--- config.mk ---
export PLATFORM = sky130hd
export DESIGN_NAME = vga_text_render
export DESIGN_NICKNAME = d
export VERILOG_FILES = /design/src/rtl/vga_text_render.sv
export SDC_FILE = /design/constraint.sdc
export NUM_CORES = 1
export LEC_CHECK = 0
export CORE_MARGIN = 1.5
export CORE_UTILIZATION = 42
export CTS_CLUSTER_DIAMETER = 30
export DETAILED_ROUTE_END_ITERATION = 12
export HOLD_SLACK_MARGIN = 0.02
export PLACE_DENSITY_LB_ADDON = 0.08
export SLEW_MARGIN = 20
export SYNTH_ARGS = -nofsm -noshare
export SYNTH_HDL_FRONTEND = slang
export SYNTH_SLANG_ARGS = --single-unit
--- constraint.sdc ---
create_clock -name pclk -period 6.8 [get_ports pclk]
set_input_delay 2.04 -clock pclk [delete_from_list [all_inputs] [get_ports pclk]]
set_output_delay 2.04 -clock pclk [all_outputs]
set_load 0.03 [all_outputs]
--- src/rtl/vga_text_render.sv ---
// vga_text_render: 80x30 text-mode pixel generator (8x16 font, 640x480).
// Ports: pclk/reset (sync, active-high); h_addr/v_addr/valid from the timing
//   controller; char_addr/char_data to char RAM (1-cycle read latency);
//   font_addr/font_data to font ROM (1-cycle read latency); vga_data RGB444 out.
// Optional: define VGA_TEXT_CURSOR_EN to add cursor_x/cursor_y and a blinking
//   underline cursor (cell rows 14-15 inverted, blink period from BLINK_FRAMES).
module vga_text_render #(
    parameter logic [11:0] FG_COLOR     = 12'hFFF,
    parameter logic [11:0] BG_COLOR     = 12'h000,
    parameter int          BLINK_FRAMES = 30,
    parameter int          COLS         = 80
) (
    input  logic        pclk,
    input  logic        reset,
    input  logic [9:0]  h_addr,
    input  logic [9:0]  v_addr,
    input  logic        valid,
    output logic [11:0] char_addr,
    input  logic [7:0]  char_data,
    output logic [11:0] font_addr,
    input  logic [7:0]  font_data,
`ifdef VGA_TEXT_CURSOR_EN
    input  logic [6:0]  cursor_x,
    input  logic [4:0]  cursor_y,
`endif
    output logic [11:0] vga_data
);

    logic [6:0] col;
    logic [4:0] row;
    logic       in_range;

    assign col      = h_addr[9:3];
    assign row      = v_addr[8:4];
    assign in_range = (h_addr < 10'(COLS * 8)) && (v_addr < 10'd480);

    // Pipeline side-band registers, one set per stage
    logic [2:0] gx1, gx2, gx3;
    logic [3:0] gy1, gy2;
    logic       v1, v2, v3;
    logic       pix;

`ifdef VGA_TEXT_CURSOR_EN
    logic [5:0] blink_cnt;
    logic       blink_on;
    logic       frame_tick;
    logic       hit_in;
    logic       hit1, hit2, hit3;

    assign frame_tick = valid && (h_addr == 10'd0) && (v_addr == 10'd0);

    // Underline: only cell rows 14 and 15 (gy[3:1] == 3'b111)
    assign hit_in = blink_on && (col == cursor_x) && (row == cursor_y)
                    && (v_addr[3:1] == 3'b111);

    always_ff @(posedge pclk) begin
        if (reset) begin
            blink_cnt <= 6'd0;
            blink_on  <= 1'b1;
        end else if (frame_tick) begin
            if (blink_cnt == 6'(BLINK_FRAMES - 1)) begin
                blink_cnt <= 6'd0;
                blink_on  <= ~blink_on;
            end else begin
                blink_cnt <= blink_cnt + 6'd1;
            end
        end
    end

    always_ff @(posedge pclk) begin
        if (reset) begin
            hit1 <= 1'b0;
            hit2 <= 1'b0;
            hit3 <= 1'b0;
        end else begin
            hit1 <= hit_in;
            hit2 <= hit1;
            hit3 <= hit2;
        end
    end
`endif

    // row*80 + col as shift-add; 12 bits covers every input pattern
    always_ff @(posedge pclk) begin
        if (reset) begin
            char_addr <= 12'd0;
            gx1       <= 3'd0;
            gy1       <= 4'd0;
            v1        <= 1'b0;
            gx2       <= 3'd0;
            gy2       <= 4'd0;
            v2        <= 1'b0;
            gx3       <= 3'd0;
            v3        <= 1'b0;
        end else begin
            char_addr <= ({7'd0, row} << 6) + ({7'd0, row} << 4)
                         + {5'd0, col};
            gx1       <= h_addr[2:0];
            gy1       <= v_addr[3:0];
            v1        <= valid && in_range;
            gx2       <= gx1;
            gy2       <= gy1;
            v2        <= v1;
            gx3       <= gx2;
            v3        <= v2;
        end
    end

    assign font_addr = {char_data, gy2};

    // Bit 7 is the leftmost pixel of the glyph row
    always_comb begin
        pix = font_data[3'd7 - gx3];
`ifdef VGA_TEXT_CURSOR_EN
        pix = pix ^ hit3;
`endif
    end

    always_ff @(posedge pclk) begin
        if (reset) begin
            vga_data <= 12'h000;
        end else if (v3) begin
            vga_data <= pix ? FG_COLOR : BG_COLOR;
        end else begin
            vga_data <= 12'h000;
        end
    end

endmodule

== Word-level counts from Yosys, hierarchy flattened ==
Cells that the tools add are included.

* Logic and storage cells: 23
* Flip-flop bits (word level): 44
* Memory bits (read-only): 0
* Memory bits (writable): 0
* Memories: 0
* Bits in latches: 0

* Reductions and logical operators: 3
* Add/subtract/negate cells: 3
* $mul: 0
* Divide/modulo/power cells: 0
* Magnitude comparators: 3
* Bitwise logic cells: 1
* Eq/ne operators: 0
* Mux-type cells: 3
* Shifts and indexed selects: 0

{| class="wikitable"
|+ Operators by type and width
! operator !! count
|-
| $add A11 B9 Y12 || 1
|-
| $add A12 B7 Y12 || 1
|-
| $mux W12 || 1
|-
| $lt A10 B10 Y1 const B || 1
|-
| $lt A10 B9 Y1 const B || 1
|-
| $lt A3 B4 Y1 const B || 1
|-
| $bmux W1 S3 || 1
|-
| $sub A3 B3 Y3 const A || 1
|-
| $logic_and A1 B1 Y1 || 2
|-
| $reduce_or A2 Y1 || 1
|-
| $mux W1 || 1
|-
| $not A1 Y1 || 1
|}

== Logic depth before layout (Yosys ltp) ==
Gate-level depths: netlist (run 1).

* Word-level depth: 4
* Depth in mapped cells: 7

== Worst setup path before layout (run 1) ==
Ideal clock, no wire load.

* Path type: in2out
* Start point: in char_data[6]
* End point: out font_addr[10]
* Path slack: 2575 ps
* Arrival: 2185 ps
* Required time: 4760 ps
* Buffers on the path: 1
* Stages on the path: 1
* Path through: buf_4

{| class="wikitable"
|+ RTL lines
! element !! RTL line !! source
|-
| start, declared || 19 || <nowiki>input logic [7:0] char_data,</nowiki>
|-
| end, declared || 20 || <nowiki>output logic [11:0] font_addr,</nowiki>
|}

No word-level cell between the ends.

== Final worst setup path (run 1) ==
* Start point: in v_addr[4]
* End point: reg char_addr[9]

* Word-level cells in the longest chain between the ends: 2

{| class="wikitable"
|+ RTL lines
! element !! RTL line !! source
|-
| start, declared || 16 || <nowiki>input logic [9:0] v_addr,</nowiki>
|-
| $add A11 B9 Y12 || 96 || <nowiki>char_addr <= ({7'd0, row} << 6) + ({7'd0, row} << 4)</nowiki>
|-
| $add A12 B7 Y12 || 97 || <nowiki>+ {5'd0, col};</nowiki>
|-
| end signal, assigned || 96 ||
|-
| end, declared || 18 || <nowiki>output logic [11:0] char_addr,</nowiki>
|}

Every way passes these cells.
A chain may end at the register's enable or synchronous reset.

==> results of run 1 <==
-- stage by stage --
stage                     setup slack (ns)  total power [uW]  instances  instance area, um2
after global routing                  2.63               470        219                1980
after floorplan                       2.58               271        131                1420
after global placement                2.37               301        211                1900
after detailed placement              2.35               303        211                1900
after CTS                             2.71               452        219                1980
final                                 2.71               446        219                1980
-- power by group --
group / switching (uW) / internal (uW) / total [uW]
registers: 3.06 / 205 / 208
clock network: 59.7 / 87.8 / 148
logic: 42.5 / 47.4 / 90.0
total: 105 / 340 / 446
-- cell usage after synthesis, drive strengths merged --
master | n | share of area [%]
nor4b | 2 | 1.2
nand2b | 1 | 0.44
nand4 | 1 | 0.44
o21ai | 3 | 1.1
a311oi | 1 | 0.62
nor2b | 26 | 11
nand2 | 3 | 0.79
mux4 | 2 | 3.7
nor2 | 4 | 1.1
fa | 2 | 2.8
or4b | 1 | 0.71
inv | 5 | 1.3
buf | 20 | 11
a21o | 2 | 1.1
clkbuf | 3 | 0.79
nor3b | 2 | 1.1
a211oi | 2 | 1.1
nor3 | 1 | 0.35
ha | 9 | 7.9
and2b | 2 | 1.1
xnor2 | 1 | 0.62
dfxtp | 33 | 47
mux2 | 1 | 0.79
o211ai | 1 | 0.53
or4 | 1 | 0.53
mux2i | 1 | 0.71
a21oi | 1 | 0.35
-- layout by cell type (no fill, tap or decap), types with 2 or more instances in the layout --
master / count
clkdlybuf4s50_1: 58
dfxtp_1: 33
nor2b_1: 26
ha_1: 9
inv_1: 5
clkbuf_4: 5
nor2_1: 4
nand2_1: 3
mux4_1: 2
nor3b_1: 2
a211oi_1: 2
nor4b_1: 2
and2b_1: 2
a21o_1: 2
o21ai_0: 2
fa_1: 2
-- path summary, 6_finish.rpt --
path,from,endpoint,slack (ns)
max reg2reg,gx3[0],vga_data[10],5.53
max,v_addr[4],char_addr[9],2.71
min,gy1[1],gy2[1],0.44
min reg2reg,gy1[1],gy2[1],0.44
-- cells by family (layout without fill, tap and decap cells) --
logic type	Yosys count	count (layout)	synth area share [%]
AND/OR/NAND/NOR	44	44	19.2
XOR/XNOR	1	1	0.618
flip-flops	33	33	46.6
multiplexers	4	4	5.21
buffers and inverters	28	72	13.0
AO/OA/AOI/OAI	10	10	4.68
adder cells (fa/ha/maj)	11	11	10.8
-- worst max-delay path, cell delays in order --
cell,delay [ns]
clkdlybuf4s50_1,0.49
inv_1,0.06
fa_1,0.50
inv_1,0.07
fa_1,0.45
a21o_1,0.17
a21oi_1,0.18
mux2_2,0.35
-- flip-flops by register name, indices dropped and copies added, names as in the netlist --
signal,count
gx2,3
gx3,3
v2,1
v1,1
vga_data,1
v3,1
char_addr,12
gy1,4
gx1,3
gy2,4
-- metal layers --
layer | global-route usage [%] | up-vias | wire length (um)
met3 | 6.30 | 14 | 211
met1 | 14.6 | 459 | 885
li1 | - | 498 | -
met5 | 0 | - | 0
met2 | 25.2 | 37 | 1270
met4 | 9.01 | 0 | 63
-- layout make-up --
| type | count | area (um2) |
|---|---|---|
| fillers | 261 | 1150 |
| flip-flops and latches | 33 | 661 |
| repair buffers | 59 | 588 |
| multi-input cells | 70 | 573 |
| clock buffers | 7 | 55.1 |
| well taps | 44 | 55.1 |
| clock inverters | 1 | 30.0 |
| inverters | 5 | 18.8 |
==> metrics.md, run 1 <==
| Metric | Value |
|---|---|
| WS Path Type | input pin to flop |
| Max cap viols | 0 |
| Via count | around 1k |
| Netlist Area Pre-Place | 0.00142 mm2 |
| Startpoint types | input pin |
| GP Congestion | 0.795 |
| Post-CTS setup buffer count | 0 |
| Setup TNS Final | 0 ns |
| I/O Buffers | 58 |
| Die width | 61.1 um |
| DRT iter0 DRCs | 14 |
| Period utilization | between 60% and 70% |
| RSZ-0062 raised after global routing | false |
| Routed WL | 2.43 mm |
| DRC Markers | 0 |
| Maximum VDD drop | 102 uV |
| Hold Violations, Final | 0 |
| Vias in the first global route | slightly above 900 |
| Share of cells above drive strength 1 | 5.14% |
| Worst-case reg-to-reg path depth | 3 |
| Number of gates resized after CTS | 0 |
| Clk_lat worst skew | 0.32 ns |
| Cts hold-fix bufs | 0 |
| Avg Cell Area, Syn | 10.8 um2 |
| Post-DP HPWL | 1.90 mm |
| Total Routing Usage GR | 14.7% |
| Tmin final | between 4 and 5 ns |
| Max FO, Critical Path | 2 |
| Avg WL per Cell | 11.1 um |
| Top-Level Pins | 75 |
| Distinct cells, synth | 29 |
| Status | finished clean |
| Post-Syn Instances | 131 |
| WHS | 0.440 ns |
| Clock transition at path regs | 0.10 ns |
| Final antenna-violating net count | 0 |
| #FFs+latches synth | 33 |
| First-pass GRT wire length | 3.84 mm |
| Initial Util | 45.3% |
| Sink Count | 33 |
| Critical Path AT | 4.31 ns |
| Die area | ~0.0037 mm2 |
| CTS Buffer Depth | 2 |
| Synthesized Nets | 181 |
| H-tree depth | 2 |
| Share of the yosys chip area belonging to registers | 46.6% |
| Row Count | 20 |
| Final nets | 224 |
| Remaining Overflow, GRT | 0 |
| Hold path depth | 1 |
| Synth-to-Final Area Change | 39.7% |
| Core Util, Final | 63.3% |
| Slew Viols, Final | 0 |
| Number of antenna diodes | 0 |
| CTS Buf Count | 5 |
| Worst-margin pin slew | 0.336 ns |
| Core Area | about 0.0031 mm2 |
| Die height | approximately 60 um |
| Relative slew slack | around 78% |
| Final setup fails | 0 |
| Fmax | 244 MHz |
| CP endpoint kind | flop |
| Largest net degree at the start of global routing | 39 |
| Worst Path Required | 7.02 ns |
| Synth warn | 0 |
| Leakage power | about 0.00080 uW |
| Hold/Removal Path Class | flop to flop |
| Power per standard cell area | 225 mW/mm2 |
| Root buf cell | clkbuf_4 |
| Initial antenna violation count | 0 |
| Final Skew | ~0.0068 ns |
| CTS tree | done |
| Via/cell ratio | 4.60 |
| First-pass DRT Iterations | 4 |
No activity file was read; power rests on OpenSTA's default activity.
==> inputs of run 2 (changes only) <==
--- a/config.mk
+++ b/config.mk
@@ -6,7 +6,7 @@
 export NUM_CORES = 1
 export LEC_CHECK = 0
 export CORE_MARGIN = 1.5
-export CORE_UTILIZATION = 42
+export CORE_UTILIZATION = 35
 export CTS_CLUSTER_DIAMETER = 30
 export DETAILED_ROUTE_END_ITERATION = 12
 export HOLD_SLACK_MARGIN = 0.02
==> constraint.sdc (replaced) <==
create_clock -name pclk -period 3.5 [get_ports pclk]
set_input_delay 1.05 -clock pclk [delete_from_list [all_inputs] [get_ports pclk]]
set_output_delay 1.05 -clock pclk [all_outputs]
set_load 0.03 [all_outputs]
==> run 2 against run 1 <==
  * Setup slack worse by 2.4 ns
  * Sequential share of layout area down 0.60 points
  * Worst hold slack worse by 0.0034 ns
  * Core utilization down 9.8 points
==> metrics.md, run 2 (synthesized netlist as in run 1, its figures left out) <==
| Metric | Value |
|---|---|
| Status | finished clean |
| Reg-to-reg endpoint | vga_data[10] |
| Max FFs per register | 12 |
| I/O Buffers | 58 |
| Post-route setup slack | 0.302 ns |
| H-tree depth | 2 |
| Number of antenna diodes | 0 |
| Most common cell after layout, fill and taps aside | clkdlybuf4s50_1 |
| Tmin final | 3.20 ns |
| Sink Count | 33 |
| Total Routing Usage GR | roughly an eighth |
| WHS | 0.437 ns |
| Share of cells above drive strength 1 | 5.14% |
| CP endpoint | char_addr[9] |
| Synth-to-Final Area Change | 42.3% |
| Leakage power | 0.000815 uW |
| Critical Path AT | 3.36 ns |
| Core Area | ~0.0038 mm2 |
| DRT iter0 DRCs | 21 |
| Number of gates resized after CTS | 0 |
| GP Congestion | 0.767 |
| Worst slack, placed | 0.0113 ns |
| WP buf/inv | 3 |
| Filler instances | between 300 and 400 |
| Final Skew | 0.00280 ns |
| Crit path max-delay cell type | fa_1 |
| Initial Util | 37.6% |
| Post-CTS setup buffer count | 0 |
| Final antenna-violating net count | 0 |
| Row Count | 22 |
| RR Startpoint | gx3[0] |
| CP endpoint kind | flop |
| Relative slew slack | between 50 and 60% |
| First-pass GRT wire length | 3.80 mm |
| Hold Violations, Final | 0 |
| Vias in the first global route | approximately 870 |
| Power per standard cell area | roughly 470 mW/mm2 |
| Hold/Removal Path Class | flop to flop |
| First-pass DRT Iterations | 4 |
| Initial antenna violation count | 0 |
| Die area | between 0.004 and 0.005 mm2 |
| Final nets | 224 |
| RSZ-0062 raised after global routing | false |
| Startpoint types | input pin |
| Slew Viols, Final | 0 |
| R2r setup slk | 2.27 ns |
| Setup TNS Final | 0 ns |
| Largest net degree at the start of global routing | 24 |
| Worst-margin pin slew | 0.722 ns |
| Root buf cell | clkbuf_8 |
| Via count | 993 |
| Maximum VDD drop | 263 uV |
| Via/cell ratio | roughly 4.5 |
| CTS tree | done |
| Routed WL | 2.45 mm |
| Top cell family by delay on the critical path | adder cells |
| Top reg by flops | char_addr |
| Avg WL per Cell | 11.0 um |
| Max FO, Critical Path | 2 |
| Final setup fails | 0 |
| Clock transition at path regs | 0.06 ns |
| Top flop regs | char_addr x12, gy1 x4, gy2 x4 |
| CTS Buffer Depth | 2 |
| CP Cell Sequence | clkdlybuf4s50_1 > inv_1 > fa_1 > inv_1 > fa_1 > a21o_1 > a21oi_1 > mux2_2 |
| WS Path Type | input pin to flop |
| Commonest non-fill, non-tap cells in the layout | clkdlybuf4s50_1, dfxtp_1, nor2b_1 |
| Die height | 66.6 um |
| Period utilization | 91.4% |
| CTS Buf Count | 5 |
| DRC Markers | 0 |
| Remaining Overflow, GRT | 0 |
| Setup crit start | h_addr[9] |
| Clk_lat worst skew | 0.27 ns |
| Max incr delay on CP | approximately 0.53 ns |
| Fmax | ~310 MHz |
| Worst-case reg-to-reg path depth | 3 |
| Post-DP HPWL | approximately 1.9 mm |
| Cts hold-fix bufs | 0 |
| Max cap viols | 0 |
| Stages on the worst setup path | 8 |
| Die width | 66.6 um |
| Hold path depth | 1 |
| Top-Level Pins | 75 |
| Worst Path Required | 3.66 ns |
[run 2: report_power, final]
group	switching [uW]	internal [uW]	leakage, uW
clock network	126	232	0.0000585
logic	83.6	92.2	0.000484
registers	5.74	399	0.000273
[run 2: worst min-delay path by stage]
stage | startpoint | end | slack (ns)
after CTS | gy1[0] | gy2[0] | 0.44
after floorplan | gx1[0] | gx2[0] | 0.41
after global placement | gy1[3] | gy2[3] | 0.42
final | gx2[0] | gx3[0] | 0.44
after global routing | gy1[0] | gy2[0] | 0.45
after detailed placement | gy1[0] | gy2[0] | 0.42
[run 2: routing by layer]
layer  share of wire [%]  wire length, um  GRT usage (%)
met1                  40              977           12.6
met5                   0                0              0
met3                 9.2              224           4.73
met4                 1.1               28           6.63
met2                  50             1220           19.8
[run 2: cell type report]
class	count	area (um2)	share of cell area (%)
timing repair buffer	59	588	29.2
inverter	5	18.8	0.931
clock buffer	7	86.3	4.28
tap	48	60.1	2.98
sequential	33	661	32.8
clock inverter	1	30.0	1.49
multi-input combinational	70	573	28.4
[run 2: stage by stage]
step | util [%] | instances | total power (uW) | cell area, um2
final | 53.5 | 223 | 938 | 2020
after global routing | 53.5 | 223 | 985 | 2020
after CTS | 53.5 | 223 | 951 | 2020
after detailed placement | 50.4 | 215 | 589 | 1900
after global placement | 50.4 | 215 | 587 | 1900
after floorplan | - | 131 | 527 | 1420
[run 2: worst reg2reg max path, delay by kind of cell (launching register included)]
kind / cells / cell delay (ns)
flops: 1 / 0.35
simple gates: 1 / 0.07
mux: 2 / 0.70
==> inputs of run 3 (changes only) <==
--- a/config.mk
+++ b/config.mk
@@ -11,6 +11,7 @@
 export DETAILED_ROUTE_END_ITERATION = 12
 export HOLD_SLACK_MARGIN = 0.02
 export PLACE_DENSITY_LB_ADDON = 0.08
+export SETUP_SLACK_MARGIN = 0.15
 export SLEW_MARGIN = 20
 export SYNTH_ARGS = -nofsm -noshare
 export SYNTH_HDL_FRONTEND = slang
==> constraint.sdc (replaced) <==
create_clock -name pclk -period 2.85 [get_ports pclk]
set_input_delay 0.855 -clock pclk [delete_from_list [all_inputs] [get_ports pclk]]
set_output_delay 0.855 -clock pclk [all_outputs]
set_load 0.03 [all_outputs]
==> run 3 against run 2 <==
  * Non-clock buffer count up 8
  * Die area unchanged
  * Power up 25%
  * Core utilization up 2.8 points
  * Global-route usage up 0.43 points
  * Combinational power up 36%
  * Worst hold slack worse by 0.0016 ns
  * Clock power up 22%
  * Sequential share of layout area down 1.6 points
  * Register-to-register slack worse by 0.65 ns
  * Clock skew down 0.0022 ns
  * Critical path type unchanged
  * Largest cell class unchanged
==> metrics.md, run 3 (synthesized netlist as in run 1, its figures left out) <==
| Metric | Value |
|---|---|
| Final antenna-violating net count | 0 |
| Top-Level Pins | 75 |
| Most used cell, CP | ha_4 |
| Core Area | 0.00377 mm2 |
| Combinational share of power | 20.4% |
| Worst-margin pin slew | 0.325 ns |
| Hold Violations, Final | 0 |
| DRT iter0 DRCs | 45 |
| Top reg by flops | char_addr |
| CTS tree | done |
| WS Path Type | input pin to flop |
| Post-DP HPWL | 1.99 mm |
| Final nets | roughly 230 |
| Switching Fraction | 22.8% |
| Worst-case reg-to-reg path depth | 3 |
| First-pass DRT Iterations | 4 |
| Die width | approximately 67 um |
| Via count | slightly above 1k |
| First-pass GRT wire length | 3.97 mm |
| DRC Markers | 0 |
| Clock transition at path regs | 0.06 ns |
| Relative slew slack | 78.3% |
| Post-route setup slack | 0.195 ns |
| Max FO, Critical Path | 2 |
| Max cap viols | 0 |
| CP endpoint kind | flop |
| Critical Path AT | 2.82 ns |
| P_int | 905 uW |
| Routed WL | between 2 and 2.5 mm |
| Seq pwr share | 42.5% |
| Total Routing Usage GR | 12.2% |
| Share of cells above drive strength 1 | 12.6% |
| GP Congestion | 0.717 |
| Final Skew | 0.000611 ns |
| Area of the multi-input gates | 621 um2 |
| Leakage power | 0.000869 uW |
| Tmin final | ~2.7 ns |
| Area after DPL | 0.00196 mm2 |
| RSZ-0062 raised after global routing | false |
| Core Util, Final | 56.3% |
| Fmax | about 380 MHz |
| Die area | 0.00444 mm2 |
| CTS Buffer Depth | 2 |
| Startpoint types | input pin |
| Worst slack, placed | -0.408 ns |
| Max incr delay on CP | 0.51 ns |
| Via/cell ratio | 4.39 |
| Die height | 66.6 um |
| Final setup fails | 0 |
| Worst Path Required | 3.01 ns |
| H-tree depth | 2 |
| Synth-to-Final Area Change | 49.8% |
| Post-Layout Inst Area | 0.00212 mm2 |
| Most common cell after layout, fill and taps aside | clkdlybuf4s50_1 |
| Slew Viols, Final | 0 |
| Register area | between 600 and 700 um2 |
| Remaining Overflow, GRT | 0 |
| CTS Buf Count | 5 |
| Hold path depth | 1 |
| Row Count | 22 |
| Sink Count | 33 |
| Vias in the first global route | around 940 |
| Clk_lat worst skew | 0.27 ns |
| Maximum VDD drop | 285 uV |
| Filler instances | 317 |
| Root buf cell | clkbuf_8 |
| Status | finished clean |
| Number of antenna diodes | 0 |
| Max FFs per register | 12 |
| Power per standard cell area | 552 mW/mm2 |
| CP Cell Sequence | clkdlybuf4s50_1 > ha_4 > ha_4 > fa_2 > a21o_1 > a21oi_2 > mux2_4 |
| Initial antenna violation count | 0 |
| Largest net degree at the start of global routing | 17 |
| Hold/Removal Path Class | flop to flop |
| Period utilization | 93.2% |
| I/O Buffers | between 50 and 60 |
| Initial Util | a little under two fifths |
| Top flop regs | char_addr x12, gy1 x4, gy2 x4 |
| Switching pwr | 267 uW |
| Avg WL per Cell | 10.8 um |
| Clock Power Share | 37.1% |
| Commonest non-fill, non-tap cells in the layout | clkdlybuf4s50_1, dfxtp_1, nor2b_1 |
| Crit path max-delay cell type | clkdlybuf4s50_1 |
-- run 3: stage by stage --
stage | total power, uW | hold slack, ns | instances | TNS [ns]
floorplan | 647 | 0.414 | 131 | 0
global placement | 733 | 0.418 | 223 | -1.01
detailed placement | 737 | 0.423 | 223 | -1.19
CTS | 1190 | 0.438 | 231 | 0
global route | 1230 | 0.459 | 231 | 0
finish | 1170 | 0.435 | 231 | 0
-- run 3: timing repair --
action,CTS,global route
pin swaps,4,3
gates resized for setup,9,3
buffers inserted,0,0
setup endpoints to repair,4,1
hold buffers,0,0
endpoints found under the hold margin,0,0
-- run 3: layout make-up --
cell class | instances | share of cell area [%]
clock buffer | 7 | 4.07
clock inverter | 1 | 1.41
inverter | 5 | 0.884
multi-input combinational | 70 | 29.2
sequential | 33 | 31.1
tap | 48 | 2.83
timing repair buffer | 67 | 30.5
-- run 3: path summary, 6_finish.rpt --
path              from           end  slack (ns)
min reg2reg     gx1[2]        gx2[2]        0.43
min             gx1[2]        gx2[2]        0.43
max reg2reg     gx3[0]  vga_data[10]        1.62
max          h_addr[8]  char_addr[9]        0.19
-- run 3: power by group through the flow --
| stage | registers, uW | clock network [uW] | logic, uW |
|---|---|---|---|
| after floorplan | 546 | 0 | 101 |
| after global placement | 508 | 0 | 225 |
| after detailed placement | 508 | 0 | 229 |
| after CTS | 498 | 450 | 238 |
| after global routing | 500 | 474 | 259 |
| final | 498 | 435 | 239 |
-- run 3: worst max-delay path, delay by kind of cell --
kind	cells	cell delay (ns)
compound gates	2	0.37
mux	1	0.31
fa+ha+maj	3	0.77
buf+inv	1	0.51
-- run 3: per-layer routing --
metal  part of all wire, %  GRT usage [%]
met1                    40           12.7
met2                    49           21.1
met3                   9.4           4.73
met4                   1.5           6.63
met5                     0              0
